$ cat config.mk
export PLATFORM = sky130hd
export DESIGN_NAME = draw_plot_writer
export DESIGN_NICKNAME = d
export VERILOG_FILES = /design/src/rtl/xosera_pkg.sv /design/src/rtl/draw_plot_addr.sv /design/src/rtl/draw_plot_writer.sv
export SDC_FILE = /design/constraint.sdc
export NUM_CORES = 1
export LEC_CHECK = 0
export ABC_AREA = 1
export ABC_CLOCK_PERIOD_IN_PS = 7700
export BUFFER_PORTS_ARGS = -buffer_cell sky130_fd_sc_hd__buf_2
export CELL_PAD_IN_SITES_DETAIL_PLACEMENT = 0
export CELL_PAD_IN_SITES_GLOBAL_PLACEMENT = 1
export CORE_MARGIN = 2
export CORE_UTILIZATION = 40
export DETAILED_ROUTE_END_ITERATION = 12
export GPL_TIMING_DRIVEN = 0
export PLACE_DENSITY = 0.85
export SYNTH_ARGS = -nofsm -noshare
export SYNTH_HDL_FRONTEND = slang
export SYNTH_SLANG_ARGS = --single-unit
$ cat constraint.sdc
create_clock -name clk -period 7.7 [get_ports clk]
set_clock_uncertainty 0.1 [all_clocks]
set_input_delay 0.385 -clock clk [delete_from_list [all_inputs] [get_ports clk]]
set_output_delay 0.385 -clock clk [all_outputs]
set_load 0.01 [all_outputs]
$ cat src/rtl/xosera_pkg.sv
// Shared types and constants for the plot writer: FSM states, VRAM
// write-request record and the 4bpp pixel-to-nibble mask helper.
package xosera_pkg;

  localparam int DEF_CORDW    = 10;
  localparam int DEF_ADDRW    = 16;
  localparam int PIX_PER_WORD = 4;

  typedef enum logic [1:0] {
    IDLE  = 2'd0,
    RUN   = 2'd1,
    FLUSH = 2'd2
  } plot_state_t;

  typedef struct packed {
    logic [DEF_ADDRW-1:0]    addr;
    logic [PIX_PER_WORD-1:0] mask;
    logic [15:0]             data;
  } vram_wreq_t;

  // Leftmost pixel of a word lives in the top nibble.
  function automatic logic [PIX_PER_WORD-1:0] pix_mask(input logic [1:0] sub);
    logic [PIX_PER_WORD-1:0] msb;
    msb = {1'b1, {(PIX_PER_WORD-1){1'b0}}};
    return msb >> sub;
  endfunction

endpackage

$ cat src/rtl/draw_plot_addr.sv
// S2 of the plot pipeline: registered VRAM word address and nibble mask for
// one in-window pixel. Kept separate so the y*pitch multiply can be retimed.
module draw_plot_addr
  import xosera_pkg::*;
#(
  parameter int CORDW = DEF_CORDW,
  parameter int ADDRW = DEF_ADDRW
) (
  input  logic             clk,
  input  logic             reset_n_i,
  input  logic             load_i,
  input  logic             adv_i,
  input  logic [CORDW-2:0] x_i,
  input  logic [CORDW-2:0] y_i,
  input  logic [ADDRW-1:0] base_i,
  input  logic [7:0]       words_i,
  output logic             valid_o,
  output logic [ADDRW-1:0] addr_o,
  output logic [3:0]       mask_o
);

  localparam int PW = CORDW - 1 + 8;

  logic [PW-1:0]    row_off;
  logic             valid_q, valid_d;
  logic [ADDRW-1:0] addr_q, addr_d;
  logic [3:0]       mask_q, mask_d;

  always_comb begin
    row_off = PW'(y_i) * PW'(words_i);
    valid_d = load_i | (valid_q & ~adv_i);
    addr_d  = addr_q;
    mask_d  = mask_q;
    if (load_i) begin
      // Sum wraps modulo 2^ADDRW; the rasteriser may legally cross the top.
      addr_d = base_i + ADDRW'(row_off) + ADDRW'(x_i[CORDW-2:2]);
      mask_d = pix_mask(x_i[1:0]);
    end
  end

  always_ff @(posedge clk or negedge reset_n_i) begin
    if (!reset_n_i) begin
      valid_q <= 1'b0;
      addr_q  <= '0;
      mask_q  <= '0;
    end else begin
      valid_q <= valid_d;
      addr_q  <= addr_d;
      mask_q  <= mask_d;
    end
  end

  assign valid_o = valid_q;
  assign addr_o  = addr_q;
  assign mask_o  = mask_q;

endmodule

$ cat src/rtl/draw_plot_writer.sv
// Pixel-to-VRAM write stage: clip, address, coalesce same-word pixels into
// one masked write, and back-pressure the rasteriser via ena_draw_o.
//   state | meaning
//   IDLE  | waiting for start_i, configuration latched on start
//   RUN   | accepting pixels until line_done_i
//   FLUSH | draining S1/S2/coalesce/output, done_o when all empty
module draw_plot_writer
  import xosera_pkg::*;
#(
  parameter int CORDW = DEF_CORDW,
  parameter int ADDRW = DEF_ADDRW
) (
  input  logic             clk,
  input  logic             reset_n_i,
  input  logic             start_i,
  input  logic [ADDRW-1:0] base_i,
  input  logic [7:0]       words_i,
  input  logic [CORDW-1:0] clip_w_i,
  input  logic [CORDW-1:0] clip_h_i,
  input  logic [3:0]       color_i,
  input  logic             pix_valid_i,
  input  logic [CORDW-1:0] pix_x_i,
  input  logic [CORDW-1:0] pix_y_i,
  input  logic             line_done_i,
  output logic             ena_draw_o,
  output logic             vram_wr_o,
  output logic [ADDRW-1:0] vram_addr_o,
  output logic [3:0]       vram_mask_o,
  output logic [15:0]      vram_data_o,
  input  logic             vram_ack_i,
  output logic             busy_o,
  output logic             done_o
);

  plot_state_t      state_q, state_d;
  logic [ADDRW-1:0] base_q, base_d;
  logic [7:0]       words_q, words_d;
  logic [CORDW-1:0] clip_w_q, clip_w_d, clip_h_q, clip_h_d;
  logic [3:0]       color_q, color_d;

  logic             s1_v_q, s1_v_d;
  logic [CORDW-2:0] s1_x_q, s1_x_d, s1_y_q, s1_y_d;

  logic             cb_v_q, cb_v_d;
  logic [ADDRW-1:0] cb_addr_q, cb_addr_d;
  logic [3:0]       cb_mask_q, cb_mask_d;

  logic             out_v_q, out_v_d;
  vram_wreq_t       out_q, out_d;

  logic             s2_v;
  logic [ADDRW-1:0] s2_addr;
  logic [3:0]       s2_mask;

  logic out_free, cb_hit, s2_adv, s2_fire, s1_adv, s1_fire;
  logic pix_acc, in_win, pipe_empty, cb_flush, cb_to_out, all_empty;

  draw_plot_addr #(
    .CORDW(CORDW),
    .ADDRW(ADDRW)
  ) u_addr (
    .clk      (clk),
    .reset_n_i(reset_n_i),
    .load_i   (s1_fire),
    .adv_i    (s2_adv),
    .x_i      (s1_x_q),
    .y_i      (s1_y_q),
    .base_i   (base_q),
    .words_i  (words_q),
    .valid_o  (s2_v),
    .addr_o   (s2_addr),
    .mask_o   (s2_mask)
  );

  // Handshake chain, evaluated back to front from the output register.
  always_comb begin
    out_free   = !out_v_q || vram_ack_i;
    cb_hit     = cb_v_q && (s2_addr == cb_addr_q);
    s2_adv     = !cb_v_q || cb_hit || out_free;
    s2_fire    = s2_v && s2_adv;
    s1_adv     = !s2_v || s2_adv;
    s1_fire    = s1_v_q && s1_adv;
    ena_draw_o = (state_q == RUN) && (!s1_v_q || s1_adv);
    pix_acc    = pix_valid_i && ena_draw_o;
    in_win     = !pix_x_i[CORDW-1] && ($signed(pix_x_i) < $signed(clip_w_q)) &&
                 !pix_y_i[CORDW-1] && ($signed(pix_y_i) < $signed(clip_h_q));
    pipe_empty = !s1_v_q && !s2_v;
    cb_flush   = (state_q == FLUSH) && pipe_empty && cb_v_q && out_free;
    cb_to_out  = (s2_fire && cb_v_q && !cb_hit) || cb_flush;
    all_empty  = pipe_empty && !cb_v_q && !out_v_q;
  end

  always_comb begin
    state_d  = state_q;
    base_d   = base_q;
    words_d  = words_q;
    clip_w_d = clip_w_q;
    clip_h_d = clip_h_q;
    color_d  = color_q;
    done_o   = 1'b0;
    case (state_q)
      IDLE: begin
        if (start_i) begin
          state_d  = RUN;
          base_d   = base_i;
          words_d  = words_i;
          clip_w_d = clip_w_i;
          clip_h_d = clip_h_i;
          color_d  = color_i;
        end
      end
      RUN: begin
        if (line_done_i) state_d = FLUSH;
      end
      FLUSH: begin
        if (all_empty) begin
          state_d = IDLE;
          done_o  = 1'b1;
        end
      end
      default: state_d = IDLE;
    endcase
  end

  always_comb begin
    s1_v_d = s1_v_q && !s1_adv;
    s1_x_d = s1_x_q;
    s1_y_d = s1_y_q;
    // Clipped pixels are consumed here and never occupy S1.
    if (pix_acc && in_win) begin
      s1_v_d = 1'b1;
      s1_x_d = pix_x_i[CORDW-2:0];
      s1_y_d = pix_y_i[CORDW-2:0];
    end

    cb_v_d    = cb_v_q;
    cb_addr_d = cb_addr_q;
    cb_mask_d = cb_mask_q;
    if (s2_fire) begin
      if (cb_hit) begin
        cb_mask_d = cb_mask_q | s2_mask;
      end else begin
        cb_v_d    = 1'b1;
        cb_addr_d = s2_addr;
        cb_mask_d = s2_mask;
      end
    end else if (cb_flush) begin
      cb_v_d = 1'b0;
    end

    out_v_d = out_v_q;
    out_d   = out_q;
    if (cb_to_out) begin
      out_v_d    = 1'b1;
      out_d.addr = cb_addr_q;
      out_d.mask = cb_mask_q;
      out_d.data = {4{color_q}};
    end else if (vram_ack_i) begin
      out_v_d = 1'b0;
    end
  end

  always_ff @(posedge clk or negedge reset_n_i) begin
    if (!reset_n_i) begin
      state_q   <= IDLE;
      base_q    <= '0;
      words_q   <= '0;
      clip_w_q  <= '0;
      clip_h_q  <= '0;
      color_q   <= '0;
      s1_v_q    <= 1'b0;
      s1_x_q    <= '0;
      s1_y_q    <= '0;
      cb_v_q    <= 1'b0;
      cb_addr_q <= '0;
      cb_mask_q <= '0;
      out_v_q   <= 1'b0;
      out_q     <= '0;
    end else begin
      state_q   <= state_d;
      base_q    <= base_d;
      words_q   <= words_d;
      clip_w_q  <= clip_w_d;
      clip_h_q  <= clip_h_d;
      color_q   <= color_d;
      s1_v_q    <= s1_v_d;
      s1_x_q    <= s1_x_d;
      s1_y_q    <= s1_y_d;
      cb_v_q    <= cb_v_d;
      cb_addr_q <= cb_addr_d;
      cb_mask_q <= cb_mask_d;
      out_v_q   <= out_v_d;
      out_q     <= out_d;
    end
  end

  assign vram_wr_o   = out_v_q;
  assign vram_addr_o = out_q.addr;
  assign vram_mask_o = out_q.mask;
  assign vram_data_o = out_q.data;
  assign busy_o      = (state_q != IDLE);

endmodule

[After elaboration in Yosys (flattened, before gate mapping)]
Cells that the tools add are included.
Storage, ports and cells
  latch bits: 0
  output and inout bits: 40
  bits in writable memories: 0
  memories kept: 0
  logic and storage cells: 90
  memory bits (read-only): 0
  bits of input ports: 74
  register bits: 148
Cells by class
  mux-type cells: 13
  shifts and indexed selects: 1
  reductions and logical operators: 40
  bitwise logic cells: 5
  equality and inequality tests: 7
  multiply operators: 1
  add/sub/neg operators: 2
  divide/modulo/power cells: 0
  $lt $le $gt $ge: 2
Operators by type and width (count)
  less-than comparator 10 bit: 2
  logical AND 1 bit: 18
  adder 16 bit: 1
  adder 16 x 7 -> 16 bit: 1
  equality test 16 bit: 1
  multiplier 9 x 8 -> 16 bit: 1
  logical NOT 1 bit: 8
  two-way mux 1 bit: 8
  inequality test 2 bit, second input constant: 4
  logical OR 1 bit: 6
  two-way mux 2 bit: 3
  case mux 2 bit (3 select lines): 1
  AND reduction 2 bit: 3
  nonzero test 2 bit: 3
  two-way mux 4 bit: 1
  OR 4 bit: 1
  right shift 4 x 2 -> 4 bit, first input constant: 1
  AND reduction 3 bit: 1
  equality test 2 x 1 -> 1 bit, second input constant: 1
  equality test 2 bit, second input constant: 1
  logical NOT 2 bit: 1
  NOT 1 bit: 2
  AND 1 bit: 1
  OR 1 bit: 1

[Logic depth before layout (Yosys ltp)]
  depth after elaboration: 10
  gate-level depth with buffers: 22
  gate-level depth less buffers: 21

[Modules after synthesis]
From an unflattened synthesis, not the netlist that was laid out.
Second synthesis, totals
  cell total of the unflattened synthesis: 1144
  area, all modules: 9459.1 um2
Modules (own cells, without submodules)
  draw_plot_writer: seq. area each 2877.8 um2, cells each 589, times used 1, area each 5380.2 um2
  draw_plot_addr: seq. area each 525.5 um2, cells each 555, times used 1, area each 4078.9 um2

[Worst setup path after synthesis]
Ideal clock, no wire load.
  path kind: reg2reg
  start: register words_q[0]
  end: register u_addr.addr_q[11] (netlist: u_addr.addr_o[11])
  cell stages (with the launch flop): 20
  setup time: 0.126 ns
  arrival time: 4.550 ns
  required time: 7.474 ns
  buffers on the path: 1
  period minus slack after synthesis: 4.777 ns
  slack: 2.923 ns
  path through: dfrtp_1 -> clkbuf_1 -> nand2_1 -> fa_1 -> inv_1 -> fa_1 -> inv_1 -> fa_1 -> inv_1 -> fa_1 -> fa_1 -> ha_1 -> a21oi_1 -> inv_1 -> a31oi_1 -> o21ai_0 -> nand2_1 -> nand3b_1 -> nand3_1 -> o21ai_0
On the way
  longest elaborated chain between the ends: 3
RTL lines
  start, declared: RTL line draw_plot_writer.sv:37  | logic [7:0] words_q, words_d;
  start signal, assigned: RTL line draw_plot_writer.sv:182  | words_q <= words_d;
  multiplier 9 x 8 -> 16 bit: RTL line draw_plot_addr.sv:30  | row_off = PW'(y_i) * PW'(words_i);
  adder 16 bit: RTL line draw_plot_addr.sv:36  | addr_d = base_i + ADDRW'(row_off) + ADDRW'(x_i[CORDW-2:2]);
  adder 16 x 7 -> 16 bit: RTL line draw_plot_addr.sv:36
  end signal, assigned: RTL line draw_plot_addr.sv:48  | addr_q <= addr_d;
  end, declared: RTL line draw_plot_addr.sv:26  | logic [ADDRW-1:0] addr_q, addr_d;
No other way between the ends.
A chain may end at the register's enable or synchronous reset.

[Worst setup path after layout]
  start: register s1_y_q[6]
  end: register u_addr.addr_q[11] (netlist: u_addr.addr_o[11])
On the way
  longest elaborated chain between the ends: 3
RTL lines
  start, declared: RTL line draw_plot_writer.sv:42  | logic [CORDW-2:0] s1_x_q, s1_x_d, s1_y_q, s1_y_d;
  start signal, assigned: RTL line draw_plot_writer.sv:188  | s1_y_q <= s1_y_d;
  multiplier 9 x 8 -> 16 bit: RTL line draw_plot_addr.sv:30
  adder 16 bit: RTL line draw_plot_addr.sv:36
  adder 16 x 7 -> 16 bit: RTL line draw_plot_addr.sv:36
No other way between the ends.

==> metrics.yaml <==
slew_headroom_pct: 50.0
setup_viol: 0
syn_area_um2: 9050
critPathSlowestCell: "fa_1"
fin_nets: 1385
synth_nets: 1252
r2r-start: "s1_y_q[6]"
path_delay_family: "adder cells"
crit_required_ns: 7.90
hp-start: "line_done_i"
synthDistinctLibCells: 35
clockRootBuffer: "clkbuf_16"
overflow: 0
area_delta_synth_final_pct: 17.0
fin_crit_ns: 5.28
worstPathArrival_ns: 5.48
reg2reg_depth: 19
die_h_um: 154
grt_max_degree: 73
crit_buf_inv: 5
cts_tree: "yes"
cts_max_level: 4
finalWirelength_um: 19300
drt_pass1_iterations: 5
setup_tns_ns: 0
ioPinCount: 114
tightestPinTransition_ns: 0.749
status: "finished, final reports clean"
seq_area_frac_synth_pct: 37.6
grt_pass1_wl_um: 33300
slew_viol_final: 0
n_antenna_cell: 0
core-area_um2: 22400
synth_warnings: 0
ys_ff_latch: 136
drc: 0
path_common_cell: "fa_1"
final_cell_mix: "nand2_1 (255), inv_1 (182), dfrtp_1 (136), buf_2 (119), nor2_1 (69)"
critPathMaxStageDelay_ns: 0.56
max_freq_ghz: 0.189
cts_sinks: 136
clkTransAtPathRegs_ns: 0.06
synth.avg_cell_area_um2: 8.59
worstPathMaxFanout: 9
vias: 6824
cts_made_buffers: 17
initial_core_util_pct: 40.3
fillCellCount: 2242
routabilityCongestion: 0.840
die_width_um: 154
vias_per_cell: 4.60
critical_path_class: "flip-flop to flip-flop"
synth-edff-count: 0
hold_path_depth: 2
row_count: 55
post_drt_wl_per_cell_um: 13.0
synthCells: 1054
period_share_pct: 68.5
rsz0062_at_grt: "false"
crit_chain: "clkbuf_1 -> nand2_1 -> fa_1 -> inv_1 -> fa_1 -> inv_1 -> fa_1 -> inv_1 -> fa_1 -> fa_1 -> ha_1 -> a21oi_1 -> inv_1 -> a31oi_1 -> o21ai_0 -> nand2_1 -> nand3b_1 -> nand3_1 -> o21ai_0"
clock_path_buffers: 2
final_common_cell: "nand2_1"
hpwl_um: 15300
antenna_found_initial: 0
drtAntennaViolNets: 0
cp-end-kind: "flip-flop"
io_buffers: 112
synth-main-ff-cell: "dfrtp_1"
grt_pass1_vias: 6952
die-area_um2: 23800
async_flop_share_pct: 100
drv_cap: 0
rrSetupSlack_ns: 2.42
whs_endpoint: "state_q[0]"
clk_latency_ns: 0.42
drtIter0Drc: 365
hold_violations: 0
crit_path_start_kind: "flip-flop"
reg2reg_to: "u_addr.addr_o[11]"
track_usage_pct: 17.3
cts_setup_buffers: 0
hold_class: "primary input to flip-flop"
drive_gt1_share_pct: 17.4
-- cell families after synthesis --
group | synth area share (%)
fa+ha+maj | 22.1
buf+inv | 11.1
flops | 37.6
mux | 2.49
compound gates | 7.27
simple gates | 17.9
xor+xnor | 1.55
-- stage by stage --
stage / area (µm²) / util (%) / hold slack (ns) / setup slack [ns] / cells
2_1_floorplan: 9050 / - / -0.0106 / 2.92 / 1054
3_3_place_gp: 9970 / 44.4 / 0.347 / 2.46 / 1451
3_5_place_dp: 10000 / 44.6 / 0.312 / 2.43 / 1452
4_1_cts: 10600 / 47.2 / 0.0546 / 2.42 / 1483
5_1_grt: 10600 / 47.2 / 0.0650 / 1.97 / 1483
6_report: 10600 / 47.2 / 0.0669 / 2.42 / 1483
-- flip-flops by register name (all words and copies together) (netlist names), 8 cells and up --
| name | flops |
|---|---|
| words_q | 8 |
| u_addr.addr_o | 16 |
| s1_x_q | 9 |
| clip_h_q | 10 |
| clip_w_q | 10 |
| base_q | 16 |
| s1_y_q | 9 |
| cb_addr_q | 16 |
| vram_addr_o | 16 |
-- how the worst max path moves through the flow --
stage / slack [ns] / depth (start not counted) / from / endpoint
floorplan: 2.92 / 19 / words_q[0] / u_addr.addr_o[11]
global placement: 2.46 / 19 / s1_y_q[6] / u_addr.addr_o[11]
detailed placement: 2.43 / 19 / s1_y_q[6] / u_addr.addr_o[11]
CTS: 2.42 / 19 / s1_y_q[6] / u_addr.addr_o[11]
global route: 1.97 / 19 / s1_y_q[6] / u_addr.addr_o[11]
finish: 2.42 / 19 / s1_y_q[6] / u_addr.addr_o[11]
-- repair_timing --
item                                   in CTS  in global routing
gates resized for setup                     0                  0
hold buffers                                1                  0
endpoints found under the hold margin      64                  0
-- Yosys cell counts (3+ instances only) --
| cell | instances | share of area, % |
|---|---|---|
| nand2_1 | 255 | 11 |
| inv_1 | 182 | 7.5 |
| dfrtp_1 | 136 | 38 |
| nor2_1 | 69 | 2.9 |
| a21oi_1 | 64 | 3.5 |
| ha_1 | 64 | 8.8 |
| fa_1 | 60 | 13 |
| o21ai_0 | 48 | 2.7 |
| nand3_1 | 26 | 1.4 |
| clkbuf_1 | 23 | 0.95 |
| nand4_1 | 22 | 1.5 |
| mux2_2 | 20 | 2.5 |
| buf_4 | 14 | 1.2 |
| xnor2_1 | 12 | 1.2 |
| inv_2 | 9 | 0.37 |
| buf_2 | 8 | 0.44 |
| o21ai_1 | 7 | 0.39 |
| buf_1 | 4 | 0.17 |
| xor2_1 | 4 | 0.39 |
| buf_6 | 3 | 0.37 |
| nor2_2 | 3 | 0.21 |
| nor3_1 | 3 | 0.17 |
-- area by class of cell --
| type | instances | area [µm²] | share of cell area, % |
|---|---|---|---|
| multi-input cells | 674 | 4640 | 43.8 |
| flip-flops and latches | 136 | 3400 | 32.1 |
| inverters | 191 | 717 | 6.77 |
| repair buffers | 114 | 604 | 5.71 |
| clock buffers | 17 | 425 | 4.02 |
| well taps | 285 | 357 | 3.37 |
| plain buffers | 53 | 285 | 2.69 |
| clock inverters | 13 | 156 | 1.48 |
-- layer usage --
metal | share of wire (%) | track usage [%]
met1 | 47 | 22.6
met2 | 49 | 29.5
met3 | 4.0 | 4.01
met4 | 0.79 | 4.10
met5 | 0 | 0
Power is left out: the tool's default activity adds up to more than one toggle a clock period on the data nets, which glitch-free logic cannot reach.
